--- config.mk ---
export PLATFORM = sky130hd
export DESIGN_NAME = rf_writeback_arbiter_flat
export DESIGN_NICKNAME = d
export VERILOG_FILES = /design/src/rtl/rf_writeback_if.sv /design/src/rtl/rf_writeback_arbiter.sv /design/src/flat_wrapper.sv
export SDC_FILE = /design/constraint.sdc
export NUM_CORES = 1
export LEC_CHECK = 0
export ABC_AREA = 1
export CORE_ASPECT_RATIO = 0.9
export CORE_MARGIN = 8
export CORE_UTILIZATION = 49
export CTS_CLUSTER_DIAMETER = 40
export DETAILED_ROUTE_END_ITERATION = 8
export PLACE_DENSITY = 0.88
export SYNTH_ARGS = -nofsm -noshare
export SYNTH_HDL_FRONTEND = slang
export SYNTH_SLANG_ARGS = --single-unit
--- constraint.sdc ---
create_clock -name clock -period 4.05 [get_ports clock]
set_clock_uncertainty 0.05 [all_clocks]
set_input_delay 1.0125 -clock clock [delete_from_list [all_inputs] [get_ports clock]]
set_output_delay 1.0125 -clock clock [all_outputs]
set_load 0.005 [all_outputs]
--- src/rtl/rf_writeback_if.sv ---
// Write-back bus: three result producers, decode issue/query, and the register-file write port.
interface rf_writeback_if #(
  parameter int unsigned XLEN = 32
);
  localparam int unsigned RD_W = 5;

  logic            alu_valid;
  logic [RD_W-1:0] alu_rd;
  logic [XLEN-1:0] alu_data;
  logic            alu_ready;

  logic            lsu_valid;
  logic [RD_W-1:0] lsu_rd;
  logic [XLEN-1:0] lsu_data;
  logic            lsu_ready;

  logic            mdu_valid;
  logic [RD_W-1:0] mdu_rd;
  logic [XLEN-1:0] mdu_data;
  logic            mdu_ready;

  logic            issue_valid;
  logic [RD_W-1:0] issue_rd;
  logic [RD_W-1:0] query_rs1;
  logic [RD_W-1:0] query_rs2;
  logic            busy_rs1;
  logic            busy_rs2;

  logic            write_enable;
  logic [RD_W-1:0] write_addr;
  logic [XLEN-1:0] write_data;

  modport master (
    output alu_valid, alu_rd, alu_data,
    output lsu_valid, lsu_rd, lsu_data,
    output mdu_valid, mdu_rd, mdu_data,
    output issue_valid, issue_rd, query_rs1, query_rs2,
    input  alu_ready, lsu_ready, mdu_ready,
    input  busy_rs1, busy_rs2,
    input  write_enable, write_addr, write_data
  );

  modport slave (
    input  alu_valid, alu_rd, alu_data,
    input  lsu_valid, lsu_rd, lsu_data,
    input  mdu_valid, mdu_rd, mdu_data,
    input  issue_valid, issue_rd, query_rs1, query_rs2,
    output alu_ready, lsu_ready, mdu_ready,
    output busy_rs1, busy_rs2,
    output write_enable, write_addr, write_data
  );
endinterface

--- src/rtl/rf_writeback_arbiter.sv ---
// Arbitrates ALU/LSU/MDU results onto the register-file write port and tracks
// pending destinations so decode can stall on RAW hazards.
module rf_writeback_arbiter #(
  parameter int unsigned XLEN         = 32,
  parameter int unsigned STARVE_LIMIT = 4
) (
  input logic          clock,
  input logic          async_reset,
  rf_writeback_if.slave bus
);
  localparam int unsigned CNT_W = 3;
  localparam int unsigned RD_W  = 5;
  localparam int unsigned NREG  = 32;
  localparam logic [CNT_W-1:0] LIMIT = CNT_W'(STARVE_LIMIT);

  typedef enum logic [1:0] {
    SRC_NONE,
    SRC_ALU,
    SRC_LSU,
    SRC_MDU
  } src_e;

  src_e            grant_c;
  logic            lsu_starved_c;
  logic            mdu_starved_c;
  logic [RD_W-1:0] grant_rd_c;
  logic [XLEN-1:0] grant_data_c;

  logic [CNT_W-1:0] lsu_cnt, lsu_cnt_nxt;
  logic [CNT_W-1:0] mdu_cnt, mdu_cnt_nxt;
  logic [NREG-1:0]  pending, pending_nxt;
  logic             we_q, we_nxt;
  logic [RD_W-1:0]  addr_q, addr_nxt;
  logic [XLEN-1:0]  data_q, data_nxt;

  // Starved sources first (LSU before MDU), then fixed ALU > LSU > MDU; nothing is granted in reset.
  always_comb begin
    grant_c       = SRC_NONE;
    lsu_starved_c = bus.lsu_valid && (lsu_cnt >= LIMIT);
    mdu_starved_c = bus.mdu_valid && (mdu_cnt >= LIMIT);
    if (!async_reset)        grant_c = SRC_NONE;
    else if (lsu_starved_c)  grant_c = SRC_LSU;
    else if (mdu_starved_c)  grant_c = SRC_MDU;
    else if (bus.alu_valid)  grant_c = SRC_ALU;
    else if (bus.lsu_valid)  grant_c = SRC_LSU;
    else if (bus.mdu_valid)  grant_c = SRC_MDU;
  end

  always_comb begin
    grant_rd_c   = '0;
    grant_data_c = '0;
    case (grant_c)
      SRC_ALU: begin grant_rd_c = bus.alu_rd; grant_data_c = bus.alu_data; end
      SRC_LSU: begin grant_rd_c = bus.lsu_rd; grant_data_c = bus.lsu_data; end
      SRC_MDU: begin grant_rd_c = bus.mdu_rd; grant_data_c = bus.mdu_data; end
      default: begin grant_rd_c = '0;         grant_data_c = '0;          end
    endcase
  end

  assign bus.alu_ready = (grant_c == SRC_ALU);
  assign bus.lsu_ready = (grant_c == SRC_LSU);
  assign bus.mdu_ready = (grant_c == SRC_MDU);

  // Next state: saturating starvation counters, scoreboard (issue beats retire), write register.
  always_comb begin
    lsu_cnt_nxt = lsu_cnt;
    mdu_cnt_nxt = mdu_cnt;
    pending_nxt = pending;
    we_nxt      = 1'b0;
    addr_nxt    = addr_q;
    data_nxt    = data_q;

    if (!bus.lsu_valid || grant_c == SRC_LSU) lsu_cnt_nxt = '0;
    else if (lsu_cnt < LIMIT)                 lsu_cnt_nxt = lsu_cnt + CNT_W'(1);

    if (!bus.mdu_valid || grant_c == SRC_MDU) mdu_cnt_nxt = '0;
    else if (mdu_cnt < LIMIT)                 mdu_cnt_nxt = mdu_cnt + CNT_W'(1);

    if (grant_c != SRC_NONE && grant_rd_c != '0) begin
      pending_nxt[grant_rd_c] = 1'b0;
      we_nxt                  = 1'b1;
      addr_nxt                = grant_rd_c;
      data_nxt                = grant_data_c;
    end
    if (bus.issue_valid) pending_nxt[bus.issue_rd] = 1'b1;
    pending_nxt[0] = 1'b0;
  end

  always_ff @(posedge clock or negedge async_reset) begin
    if (!async_reset) begin
      lsu_cnt <= '0;
      mdu_cnt <= '0;
      pending <= '0;
      we_q    <= 1'b0;
      addr_q  <= '0;
      data_q  <= '0;
    end else begin
      lsu_cnt <= lsu_cnt_nxt;
      mdu_cnt <= mdu_cnt_nxt;
      pending <= pending_nxt;
      we_q    <= we_nxt;
      addr_q  <= addr_nxt;
      data_q  <= data_nxt;
    end
  end

  assign bus.write_enable = we_q;
  assign bus.write_addr   = addr_q;
  assign bus.write_data   = data_q;

  // The in-flight write still counts as busy until the register file captures it at negedge.
  assign bus.busy_rs1 = (bus.query_rs1 != '0) &&
                        (pending[bus.query_rs1] || (we_q && addr_q == bus.query_rs1));
  assign bus.busy_rs2 = (bus.query_rs2 != '0) &&
                        (pending[bus.query_rs2] || (we_q && addr_q == bus.query_rs2));
endmodule

--- src/flat_wrapper.sv ---
// flat-port wrapper written by rule: the top's interface ports become plain ports
module rf_writeback_arbiter_flat 
#(
  parameter int unsigned XLEN         = 32,
  parameter int unsigned STARVE_LIMIT = 4
)
  (clock, async_reset, bus_alu_valid, bus_alu_rd, bus_alu_data, bus_lsu_valid, bus_lsu_rd, bus_lsu_data, bus_mdu_valid, bus_mdu_rd, bus_mdu_data, bus_issue_valid, bus_issue_rd, bus_query_rs1, bus_query_rs2, bus_alu_ready, bus_lsu_ready, bus_mdu_ready, bus_busy_rs1, bus_busy_rs2, bus_write_enable, bus_write_addr, bus_write_data);
  rf_writeback_if #(.XLEN(XLEN)) bus_i ();
  input logic clock;
  input logic async_reset;
  input wire logic [$bits(bus_i.alu_valid)-1:0] bus_alu_valid;
  input wire logic [$bits(bus_i.alu_rd)-1:0] bus_alu_rd;
  input wire logic [$bits(bus_i.alu_data)-1:0] bus_alu_data;
  input wire logic [$bits(bus_i.lsu_valid)-1:0] bus_lsu_valid;
  input wire logic [$bits(bus_i.lsu_rd)-1:0] bus_lsu_rd;
  input wire logic [$bits(bus_i.lsu_data)-1:0] bus_lsu_data;
  input wire logic [$bits(bus_i.mdu_valid)-1:0] bus_mdu_valid;
  input wire logic [$bits(bus_i.mdu_rd)-1:0] bus_mdu_rd;
  input wire logic [$bits(bus_i.mdu_data)-1:0] bus_mdu_data;
  input wire logic [$bits(bus_i.issue_valid)-1:0] bus_issue_valid;
  input wire logic [$bits(bus_i.issue_rd)-1:0] bus_issue_rd;
  input wire logic [$bits(bus_i.query_rs1)-1:0] bus_query_rs1;
  input wire logic [$bits(bus_i.query_rs2)-1:0] bus_query_rs2;
  output wire logic [$bits(bus_i.alu_ready)-1:0] bus_alu_ready;
  output wire logic [$bits(bus_i.lsu_ready)-1:0] bus_lsu_ready;
  output wire logic [$bits(bus_i.mdu_ready)-1:0] bus_mdu_ready;
  output wire logic [$bits(bus_i.busy_rs1)-1:0] bus_busy_rs1;
  output wire logic [$bits(bus_i.busy_rs2)-1:0] bus_busy_rs2;
  output wire logic [$bits(bus_i.write_enable)-1:0] bus_write_enable;
  output wire logic [$bits(bus_i.write_addr)-1:0] bus_write_addr;
  output wire logic [$bits(bus_i.write_data)-1:0] bus_write_data;
  assign bus_i.alu_valid = bus_alu_valid;
  assign bus_i.alu_rd = bus_alu_rd;
  assign bus_i.alu_data = bus_alu_data;
  assign bus_i.lsu_valid = bus_lsu_valid;
  assign bus_i.lsu_rd = bus_lsu_rd;
  assign bus_i.lsu_data = bus_lsu_data;
  assign bus_i.mdu_valid = bus_mdu_valid;
  assign bus_i.mdu_rd = bus_mdu_rd;
  assign bus_i.mdu_data = bus_mdu_data;
  assign bus_i.issue_valid = bus_issue_valid;
  assign bus_i.issue_rd = bus_issue_rd;
  assign bus_i.query_rs1 = bus_query_rs1;
  assign bus_i.query_rs2 = bus_query_rs2;
  assign bus_alu_ready = bus_i.alu_ready;
  assign bus_lsu_ready = bus_i.lsu_ready;
  assign bus_mdu_ready = bus_i.mdu_ready;
  assign bus_busy_rs1 = bus_i.busy_rs1;
  assign bus_busy_rs2 = bus_i.busy_rs2;
  assign bus_write_enable = bus_i.write_enable;
  assign bus_write_addr = bus_i.write_addr;
  assign bus_write_data = bus_i.write_data;
  rf_writeback_arbiter #(.XLEN(XLEN), .STARVE_LIMIT(STARVE_LIMIT)) u_core (.clock(clock), .async_reset(async_reset), .bus(bus_i));
endmodule
==> metrics <==
status finished, final reports clean; startpoint types input pin; Starting Density 50.5%; crit end category output port; Core Region 0.00970 mm²; Final #Nets 1,036; Routed WL 18,300 µm; adder-cell share of the synthesized area 0.511%; Place WS 0.0736 ns; post-synthesis mux area share 0%; drt via density 5.58; I/O pins 175; # rows 34; CTS Buf Count 9; Worst-Skew Late Latency 0.36 ns; final worst-path cycle share 95.5%; Synth warnings 0; antenna violations before repair 0; worst-path fanout max 7; Syn Area/Cell 6.74 µm²; total negative slack 0 ns; FF+latch count, synth 75; Worst Hold Class reg2reg; H-Tree Level Count 3; PwrDens 363 mW/mm²; Final min period 3.87 ns; post-route ant nets 0; Routed wire per std cell 17.7 µm; post-synthesis cell area 0.00490 mm²; VDD IR max 212 µV; Synth Area in Compound Gates 7.15%; most frequent cells in the layout nand2_1, clkdlybuf4s50_1, dfrtp_1; Post-Synth XOR/XNOR Area 0.536%; fin area 0.00697 mm²; total number of vias 5,762; Max Cap Viol 0; port buffer count 174; drt pass-1 iters 5; vias in the first global route 5,720; die width 121 µm; GRT Overall Usage 26.5%; Worst-path clk slew 0.10 ns; RSZ-0062 raised after global routing no; post-synthesis simple-gate area fraction 45.9%; main combinational cell family by area after synthesis simple AND/OR/NAND/NOR gates; global route overflow 0; commonest non-fill, non-tap cell in the layout nand2_1; Worst EP arrival 2.81 ns; DIE AREA 0.0135 mm²; final hold vios 0; syn_nets 861; pin count of the biggest net entering global routing 81; Setup Buffers After CTS 0; Distinct cells, synth 29; worst-margin pin slew 1.00 ns; Seq/Total Area, Yosys 38.3%; die height 111 µm; final max-slew violation count 0; layout cell share with drive strength beyond 1 5.84%; first-pass GRT wire length 29,000 µm; diode count 0; Final Wtd Congestion 1.02; CTS tree yes; root buffer cell clkbuf_8; DRC errors left 0; leakage 0.00340 µW; clk buf depth 2; Slew HR 33.2%; Worst Setup Path Type in2out; Post-DP Area 0.00676 mm²; Synth Instances 727; clk sink count 75; fmax 259 MHz; Final Worst Setup Slack 0.182 ns; Setup Viol. Count Final 0; Req. time, crit path 2.99 ns; Hold WS 0.434 ns; initial drt markers 416; P&R area growth vs syn 42.2%; post-DP HPWL 14,200 µm
area by class of cell:
type	instances	area, µm²
clock buffer	9	124
inverter	51	191
sequential	75	1880
timing repair buffer	194	1900
tap	126	158
fill	793	2730
multi-input combinational	571	2650
clock inverter	7	68.8
kinds of logic after synthesis:
kind of cell	after synthesis
adder cells (fa/ha/maj)	2
buffers and inverters	81
AO/OA/AOI/OAI	59
flip-flops	75
XOR/XNOR	3
AND/OR/NAND/NOR	507
path summary, 6_finish.rpt:
check | from | to | slack, ns | depth (start not counted)
worst min register to register | u_core.pending[7] | u_core.pending[7] | 0.43 | 2
worst max register to register | u_core.lsu_cnt[2] | u_core.bus.write_data[21] | 1.31 | 12
max in group asynchronous | async_reset | u_core.pending[20] | 2.44 | 2
worst max-delay path | bus_query_rs1[2] | bus_busy_rs1 | 0.18 | 11
min in group asynchronous | async_reset | u_core.mdu_cnt[0] | 0.85 | 2
worst min-delay path | u_core.pending[7] | u_core.pending[7] | 0.43 | 2
through the flow:
step / std cells / power [µW] / util, %
after CTS: 1033 / 2520 / 71.7
after global routing: 1033 / 2660 / 71.8
after global placement: 1017 / 1920 / 69.7
after detailed placement: 1017 / 1950 / 69.7
final: 1033 / 2530 / 71.8
after floorplan: 727 / 1460 / -
critical path: stages:
cell	delay, ns
clkdlybuf4s50_1	0.43
inv_1	0.23
o22ai_1	0.13
a21oi_1	0.14
nand3_1	0.10
nand2_1	0.08
inv_1	0.04
nand3_1	0.06
nand2_1	0.05
inv_1	0.04
clkdlybuf4s50_1	0.49
Yosys cell counts:
cell type	count	area, µm²
buf_1	1	3.75
nand2_4	1	11.3
o21ai_0	20	100
buf_6	6	67.6
nor2_1	31	116
xor2_1	3	26.3
o22ai_1	6	37.5
ha_1	2	25.0
buf_4	3	22.5
buf_2	10	50.1
o211ai_1	11	82.6
nand2_2	2	12.5
or2_2	2	12.5
inv_1	49	184
nor2_4	3	33.8
nand2_1	326	1220
nand3_2	3	30.0
nand3_4	2	35.0
a21oi_1	13	65.1
nand4_1	53	332
o21ai_1	1	5.00
nand3b_1	2	15.0
nor2_8	1	20.0
clkbuf_1	10	37.5
dfrtp_1	75	1880
inv_2	2	7.51
nor3_1	11	55.1
nand3_1	70	350
o21bai_1	8	60.1
where the power goes:
group | internal (µW) | switching (µW)
sequential | 912 | 170
combinational | 419 | 456
clock | 237 | 336
flip-flops by register name, indices dropped and copies added, names as in the netlist:
signal and count:
u_core.bus.write_enable 1, u_core.bus.write_data 32, u_core.bus.write_addr 5, u_core.lsu_cnt 3, u_core.mdu_cnt 3, u_core.pending 31
metal layers:
metal	share of wire (%)	global-route usage, %	up-vias
li1	-	-	2746
met1	39	30.9	2710
met2	49	44.4	274
met3	9.7	9.42	32
met4	2.0	7.72	0
met5	0	0	-
timing repair:
item,4_1_cts,5_1_grt
endpoints found under the setup margin,0,2
resized for setup,0,4
hold buffers,0,0
hold endpoints to repair,0,0
(Power assumes the default switching activity.)
